===== src/rtl/lbm_pkg.sv =====
// Shared LBM definitions: word format, cell layout, direction indices and
// the collision sequencer state encoding.
package lbm_pkg;

  localparam int Q_W        = 16;  // Q3.13 distribution word
  localparam int CELL_WORDS = 9;   // D2Q9 distributions per cell

  localparam int DIR_NULL = 0;
  localparam int DIR_N    = 1;
  localparam int DIR_NE   = 2;
  localparam int DIR_E    = 3;
  localparam int DIR_SE   = 4;
  localparam int DIR_S    = 5;
  localparam int DIR_SW   = 6;
  localparam int DIR_W    = 7;
  localparam int DIR_NW   = 8;

  typedef logic [CELL_WORDS*Q_W-1:0] cell_vec_t;

  typedef enum logic [2:0] {
    ST_IDLE,
    ST_CHECK,
    ST_RD,
    ST_RD_LAST,
    ST_LAUNCH,
    ST_WR,
    ST_NEXT,
    ST_DONE
  } seq_state_t;

  // Pick distribution word k out of a packed cell vector.
  function automatic logic [Q_W-1:0] cell_word(input cell_vec_t v, input logic [3:0] k);
    return v[int'(k)*Q_W +: Q_W];
  endfunction

endpackage


===== src/rtl/lattice_cell_counter.sv =====
// Walks the lattice x-fastest, keeping the cell's word base address in step
// (+9 per cell) so no multiplier is needed.
module lattice_cell_counter
  import lbm_pkg::*;
#(
  parameter int LATTICE_WIDTH  = 64,
  parameter int LATTICE_HEIGHT = 32,
  parameter int ADDR_W         = 16
) (
  input  logic              clk,
  input  logic              rst,
  input  logic              clear_i,
  input  logic              advance_i,
  output logic [ADDR_W-1:0] base_o,
  output logic              is_boundary_o,
  output logic              is_last_o
);

  localparam int XW = $clog2(LATTICE_WIDTH);
  localparam int YW = (LATTICE_HEIGHT > 1) ? $clog2(LATTICE_HEIGHT) : 1;

  logic [XW-1:0]     x_q, x_d;
  logic [YW-1:0]     y_q, y_d;
  logic [ADDR_W-1:0] base_q, base_d;

  // Next position: clear to origin, or step one cell with row wrap.
  always_comb begin
    x_d    = x_q;
    y_d    = y_q;
    base_d = base_q;
    if (clear_i) begin
      x_d    = '0;
      y_d    = '0;
      base_d = '0;
    end else if (advance_i) begin
      base_d = base_q + ADDR_W'(CELL_WORDS);
      if (x_q == XW'(LATTICE_WIDTH - 1)) begin
        x_d = '0;
        y_d = (y_q == YW'(LATTICE_HEIGHT - 1)) ? '0 : y_q + 1'b1;
      end else begin
        x_d = x_q + 1'b1;
      end
    end
  end

  // Position registers.
  always_ff @(posedge clk) begin
    if (rst) begin
      x_q    <= '0;
      y_q    <= '0;
      base_q <= '0;
    end else begin
      x_q    <= x_d;
      y_q    <= y_d;
      base_q <= base_d;
    end
  end

  assign base_o        = base_q;
  // Zou-He columns are handled elsewhere; the collider never touches them.
  assign is_boundary_o = (x_q == XW'(0)) || (x_q == XW'(1)) ||
                         (x_q == XW'(LATTICE_WIDTH - 2)) ||
                         (x_q == XW'(LATTICE_WIDTH - 1));
  assign is_last_o     = (x_q == XW'(LATTICE_WIDTH - 1)) &&
                         (y_q == YW'(LATTICE_HEIGHT - 1));

endmodule


===== src/rtl/collide_sequencer.sv =====
// One BGK collision sweep: per interior cell read 9 words, hand them to the
// combinational collider, write the 9 results back in place.
module collide_sequencer
  import lbm_pkg::*;
#(
  parameter int LATTICE_WIDTH  = 64,
  parameter int LATTICE_HEIGHT = 32,
  parameter int ADDR_W         = 16
) (
  input  logic              clk,
  input  logic              rst,
  input  logic              start,
  output logic              busy,
  output logic              done,
  output logic [15:0]       step_count,
  output logic [ADDR_W-1:0] mem_addr,
  output logic              mem_rd_en,
  input  logic [15:0]       mem_rd_data,
  output logic              mem_wr_en,
  output logic [15:0]       mem_wr_data,
  output logic [143:0]      coll_f,
  output logic              coll_valid,
  input  logic [143:0]      coll_new_f,
  input  logic              coll_busy,
  input  logic              coll_newval_ready
);

  seq_state_t        state_q, state_d;
  logic [3:0]        k_q, k_d;
  cell_vec_t         f_q, f_d;
  cell_vec_t         nf_q, nf_d;
  logic [15:0]       step_q, step_d;
  logic [ADDR_W-1:0] addr_q, addr_d;

  logic              cnt_clear, cnt_advance;
  logic [ADDR_W-1:0] cell_base;
  logic              is_boundary, is_last;
  logic              rd_req, wr_req, strobe;
  logic [ADDR_W-1:0] addr_now;

  lattice_cell_counter #(
    .LATTICE_WIDTH (LATTICE_WIDTH),
    .LATTICE_HEIGHT(LATTICE_HEIGHT),
    .ADDR_W        (ADDR_W)
  ) u_cnt (
    .clk          (clk),
    .rst          (rst),
    .clear_i      (cnt_clear),
    .advance_i    (cnt_advance),
    .base_o       (cell_base),
    .is_boundary_o(is_boundary),
    .is_last_o    (is_last)
  );

  // Sweep FSM: next state, word index, captured cell data and strobes.
  always_comb begin
    state_d     = state_q;
    k_d         = k_q;
    f_d         = f_q;
    nf_d        = nf_q;
    step_d      = step_q;
    cnt_clear   = 1'b0;
    cnt_advance = 1'b0;
    rd_req      = 1'b0;
    wr_req      = 1'b0;
    case (state_q)
      ST_IDLE: begin
        if (start) begin
          cnt_clear = 1'b1;
          state_d   = ST_CHECK;
        end
      end
      ST_CHECK: begin
        k_d     = '0;
        state_d = is_boundary ? ST_NEXT : ST_RD;
      end
      ST_RD: begin
        rd_req = 1'b1;
        // Read data trails its strobe by one cycle, so word k-1 lands now.
        if (k_q != 4'd0) f_d[int'(k_q - 4'd1)*Q_W +: Q_W] = mem_rd_data;
        if (k_q == 4'(CELL_WORDS - 1)) state_d = ST_RD_LAST;
        else                           k_d     = k_q + 4'd1;
      end
      ST_RD_LAST: begin
        f_d[DIR_NW*Q_W +: Q_W] = mem_rd_data;
        state_d                = ST_LAUNCH;
      end
      ST_LAUNCH: begin
        if (coll_newval_ready && !coll_busy) begin
          nf_d    = coll_new_f;
          k_d     = '0;
          state_d = ST_WR;
        end
      end
      ST_WR: begin
        wr_req = 1'b1;
        if (k_q == 4'(CELL_WORDS - 1)) state_d = ST_NEXT;
        else                           k_d     = k_q + 4'd1;
      end
      ST_NEXT: begin
        cnt_advance = 1'b1;
        state_d     = is_last ? ST_DONE : ST_CHECK;
      end
      ST_DONE: begin
        step_d  = step_q + 16'd1;
        state_d = ST_IDLE;
      end
      default: state_d = ST_IDLE;
    endcase
  end

  // Strobes drop in the reset cycle itself so an interrupted write-back
  // never lands the word being presented when reset arrives.
  assign mem_rd_en   = rd_req && !rst;
  assign mem_wr_en   = wr_req && !rst;
  assign strobe      = mem_rd_en || mem_wr_en;
  assign addr_now    = cell_base + ADDR_W'(k_q);
  assign addr_d      = strobe ? addr_now : addr_q;
  assign mem_addr    = addr_d;
  assign mem_wr_data = mem_wr_en ? cell_word(nf_q, k_q) : 16'd0;

  // FSM and datapath registers.
  always_ff @(posedge clk) begin
    if (rst) begin
      state_q <= ST_IDLE;
      k_q     <= '0;
      f_q     <= '0;
      nf_q    <= '0;
      step_q  <= '0;
      addr_q  <= '0;
    end else begin
      state_q <= state_d;
      k_q     <= k_d;
      f_q     <= f_d;
      nf_q    <= nf_d;
      step_q  <= step_d;
      addr_q  <= addr_d;
    end
  end

  assign busy       = (state_q != ST_IDLE);
  assign done       = (state_q == ST_DONE);
  assign coll_valid = (state_q == ST_LAUNCH);
  assign coll_f     = f_q;
  assign step_count = step_q;

endmodule


===== config.mk =====
export PLATFORM = sky130hd
export DESIGN_NAME = collide_sequencer
export DESIGN_NICKNAME = d
export VERILOG_FILES = /design/src/rtl/lbm_pkg.sv /design/src/rtl/lattice_cell_counter.sv /design/src/rtl/collide_sequencer.sv
export SDC_FILE = /design/constraint.sdc
export NUM_CORES = 1
export LEC_CHECK = 0
export BUFFER_PORTS_ARGS = -buffer_cell sky130_fd_sc_hd__buf_4
export CAP_MARGIN = 10
export CORE_AREA = 2 2 232 234
export CTS_CLUSTER_DIAMETER = 200
export DETAILED_ROUTE_END_ITERATION = 6
export DIE_AREA = 0 0 234 236
export SETUP_SLACK_MARGIN = 0.05
export SKIP_LAST_GASP = 1
export SYNTH_ARGS = -nofsm -noshare
export SYNTH_HDL_FRONTEND = slang
export SYNTH_SLANG_ARGS = --single-unit

===== constraint.sdc =====
create_clock -name clk -period 4.9 [get_ports clk]
set_clock_uncertainty 0.05 [all_clocks]
set_input_delay 0.245 -clock clk [delete_from_list [all_inputs] [get_ports clk]]
set_output_delay 0.245 -clock clk [all_outputs]
set_load 0.02 [all_outputs]

==> impl_metrics.py <==
metrics = {
    "floorplan": {
        "initial_core_util_pct": 29.47,
        "design.die.area_sq_um": 55220,
        "fp.dieW_um": 234,
        "core_region_area_sq_um": 53070,
        "die_h_um": 236,
        "io_pins": 362,
        "fp-row-count": 85,
    },
    "grt": {
        "grt_first_pass_wirelength_um": 79420,
        "global_route.overflow_total": 0,
        "antenna_found_initial": 1,
        "groute.usage.overall_pct": 18.18,
        "grt_pass1_vias": 14306,
        "grt_start_max_net_pins": 202,
    },
    "clock_tree": {
        "source_to_sink_clock_delay_at_the_later_pin_of_the_worst_skew_pair_ns": 0.57,
        "clk_pin_slew_ns": 0.06,
        "count_of_clock_tree_sinks": 354,
        "post_cts.resized_instances": 0,
        "clock-root-buffer": "sky130_fd_sc_hd__clkbuf_16",
        "numCtsBuffers": 42,
        "h_tree_level_count": 2,
        "cts_buffer_depth": 3,
        "clock_tree_from_tritoncts": "done",
        "ctsHoldBuffers": 160,
        "post_cts.repair.setup_buffers": 0,
    },
    "synth": {
        "syn-instance-count": 1853,
        "post_synthesis_register_bit_count": 354,
        "postSynthAreaPerCell_sq_um": 8.439,
        "synth_largest_area_cell": "sky130_fd_sc_hd__dfxtp_1",
        "yosysTopAreaCellShare_pct": 45.32,
        "synth_cell_type_count": 63,
        "async_flop_share_pct": 0,
        "syn_nets": 2040,
        "post_synth_instance_area_sq_um": 15640,
        "synth.yosys.warnings": 0,
        "yosys-top-cells-area": "sky130_fd_sc_hd__dfxtp_1, sky130_fd_sc_hd__a21oi_1, sky130_fd_sc_hd__nand2_1",
        "synthFlopType": "sky130_fd_sc_hd__dfxtp_1",
        "synth_enable_flop_cells": 0,
        "synth_sequential_area_ratio_pct": 45.32,
    },
    "layout": {
        "post_route_cells_drive_above_1_share_pct": 22.08,
        "areaGrowthSynthToFinish_pct": 39.82,
        "final_cell_area_sq_um": 21860,
        "finalCoreUtilization_pct": 41.20,
        "layout.cells.most_common": "sky130_fd_sc_hd__buf_4",
        "finalNetCount": 2467,
        "layout.cells.most_common_list": "sky130_fd_sc_hd__buf_4, sky130_fd_sc_hd__nand2_1, sky130_fd_sc_hd__dfxtp_1, sky130_fd_sc_hd__a21oi_1, sky130_fd_sc_hd__dlygate4sd3_1",
    },
    "drt": {
        "drc": 0,
        "initialDrtViolationCount": 1041,
        "routedWlPerCell_um": 17.41,
        "drt_pass1_iterations": 5,
        "drt-vias-per-instance": 5.021,
        "detail_route.wirelength_um": 52340,
        "ant_nets": 0,
        "dr_total_vias": 15098,
    },
    "placed_design": {
        "placement.io_buffers": 361,
        "postPlaceCellArea_sq_um": 18820,
        "post-dp-hpwl_um": 35270,
        "gpl.final_weighted_congestion": 0.8841,
    },
    "sta": {
        "maxSlewHeadroom_pct": 16.25,
        "period_share_pct": 89.93,
        "report.final.setup_viol": 0,
        "period_minus_slack_ns": 4.407,
        "timing_hold_violations_final": 0,
        "rsz_0062_raised_after_global_routing": "no",
        "tightest_slew_ns": 1.251,
        "final_max_slew_violation_count": 0,
        "setup-tns-final_ns": 0,
        "fmax_mhz": 226.9,
    },
    "job": {
        "maxCapViolCount": 0,
    },
    "setup_path": {
        "timing_worst_setup_path_type": "reg -> reg",
        "cp.arrival_ns": 4.78,
        "critPathLaunchType": "register",
        "timing.rr.end": "coll_f[78]",
        "r2r-start": "k_q[0]",
        "reg2reg_slack_ns": 0.49,
        "worst_r2r_path_depth": 10,
        "worstPathRequired_ns": 5.27,
        "sort_of_element_at_the_end_of_the_critical_path": "register",
        "crit_fanout": 43,
    },
    "power": {
        "max-vdd-ir-drop_uv": 186.8,
        "fin_total_pwr_w": 0.007629,
        "p_per_cell_area_nw_per_um2": 348.9,
        "p_leak_nw": 8.220,
    },
    "status": {
        "run_status": "finished clean",
    },
    "worst_hold_path": {
        "hold_start": "rst",
        "cell_count_of_the_worst_hold_path": 2,
        "hold_path_end": "nf_q[131]",
        "hold_path_class": "in -> reg",
    },
}
## critical path, stage by stage, from the launching register on
cell                        delay (ns)
sky130_fd_sc_hd__dfxtp_2          0.33
sky130_fd_sc_hd__buf_4            0.64
sky130_fd_sc_hd__and2_1           0.40
sky130_fd_sc_hd__nand3b_1         0.17
sky130_fd_sc_hd__inv_1            0.13
sky130_fd_sc_hd__ha_1             0.31
sky130_fd_sc_hd__nand4bb_1        0.21
sky130_fd_sc_hd__nor4_1           0.62
sky130_fd_sc_hd__nand3_1          0.13
sky130_fd_sc_hd__or4_1            0.83
sky130_fd_sc_hd__mux2_4           0.43
## worst max path at each step
stage                start    endpoint  slack, ns  cells past startpoint
floorplan           k_q[1]  coll_f[70]       0.55                     16
global placement    k_q[0]  coll_f[78]       0.68                     10
detailed placement  k_q[0]  coll_f[72]       0.57                     10
CTS                 k_q[0]  coll_f[78]       0.52                     10
global route        k_q[0]  coll_f[71]       0.14                     10
finish              k_q[0]  coll_f[78]       0.49                     10
## state kept, by name (all words and copies together), names as in the netlist
| name | count |
|---|---|
| k_q | 4 |
| addr_q | 16 |
| u_cnt.y_q | 5 |
| state_q | 3 |
| u_cnt.base_o | 16 |
| coll_f | 144 |
| u_cnt.x_q | 6 |
| step_count | 16 |
| nf_q | 144 |
## power by group
part / leakage, nW / internal [W] / total, W / switching (W)
registers: 2.86 / 0.00299 / 0.00307 / 0.0000845
logic: 4.65 / 0.000513 / 0.00131 / 0.000796
clock network: 0.719 / 0.00198 / 0.00325 / 0.00127
total: 8.22 / 0.00548 / 0.00763 / 0.00215
## through the flow
| step | std cells | setup WS, ns | hold slack [ns] |
|---|---|---|---|
| final | 3007 | 0.4934 | 0.08329 |
| after global routing | 3007 | 0.1352 | 0.1543 |
| after CTS | 3006 | 0.5169 | 0.1024 |
| after detailed placement | 2772 | 0.5710 | 0.3942 |
| after global placement | 2772 | 0.6781 | 0.3901 |
| after floorplan | 1853 | 0.5517 | 0.3207 |
## layout make-up
| type | count | area (sq um) |
|---|---|---|
| repair buffers | 541 | 4482 |
| flip-flops and latches | 354 | 7091 |
| inverters | 18 | 67.56 |
| well taps | 696 | 870.8 |
| multi-input cells | 1323 | 7906 |
| clock inverters | 19 | 254.0 |
| diodes | 1 | 2.502 |
| fillers | 5210 | 31200 |
| clock buffers | 55 | 1191 |
## kinds of logic (layout without fill, tap and decap cells)
kind of cell / after synthesis / after routing / synth area share, %
buffers and inverters: 176 / 633 / 4.313
flip-flops: 354 / 354 / 45.32
adder cells (fa/ha/maj): 22 / 22 / 1.808
other: 0 / 1 / 0
multiplexers: 81 / 81 / 8.113
AND/OR/NAND/NOR: 706 / 706 / 21.49
AO/OA/AOI/OAI: 469 / 469 / 16.34
XOR/XNOR: 45 / 45 / 2.616
## per-layer routing
| layer | track usage [%] | vias up | wire length [um] |
|---|---|---|---|
| li1 | - | 7362 | - |
| met1 | 22.71 | 7089 | 21780 |
| met2 | 31.21 | 563 | 25450 |
| met3 | 3.687 | 84 | 3801 |
| met4 | 5.619 | 0 | 1316 |
| met5 | 0 | - | 0 |
## synth_stat cells, types with 13 or more instances
cell,count
sky130_fd_sc_hd__inv_1,17
sky130_fd_sc_hd__xor2_1,21
sky130_fd_sc_hd__a21oi_1,288
sky130_fd_sc_hd__o21ai_0,110
sky130_fd_sc_hd__nor3_1,15
sky130_fd_sc_hd__nand4_1,13
sky130_fd_sc_hd__nand2b_1,17
sky130_fd_sc_hd__nand3_1,15
sky130_fd_sc_hd__xnor2_1,23
sky130_fd_sc_hd__clkbuf_1,135
sky130_fd_sc_hd__a22o_1,17
sky130_fd_sc_hd__or4_1,98
sky130_fd_sc_hd__dfxtp_1,354
sky130_fd_sc_hd__a211oi_1,16
sky130_fd_sc_hd__ha_1,21
sky130_fd_sc_hd__buf_1,19
sky130_fd_sc_hd__nor2_1,112
sky130_fd_sc_hd__mux2i_1,33
sky130_fd_sc_hd__mux4_2,32
sky130_fd_sc_hd__nand2_1,363
sky130_fd_sc_hd__nor2b_1,28
Power figures use the tool's default switching activity.
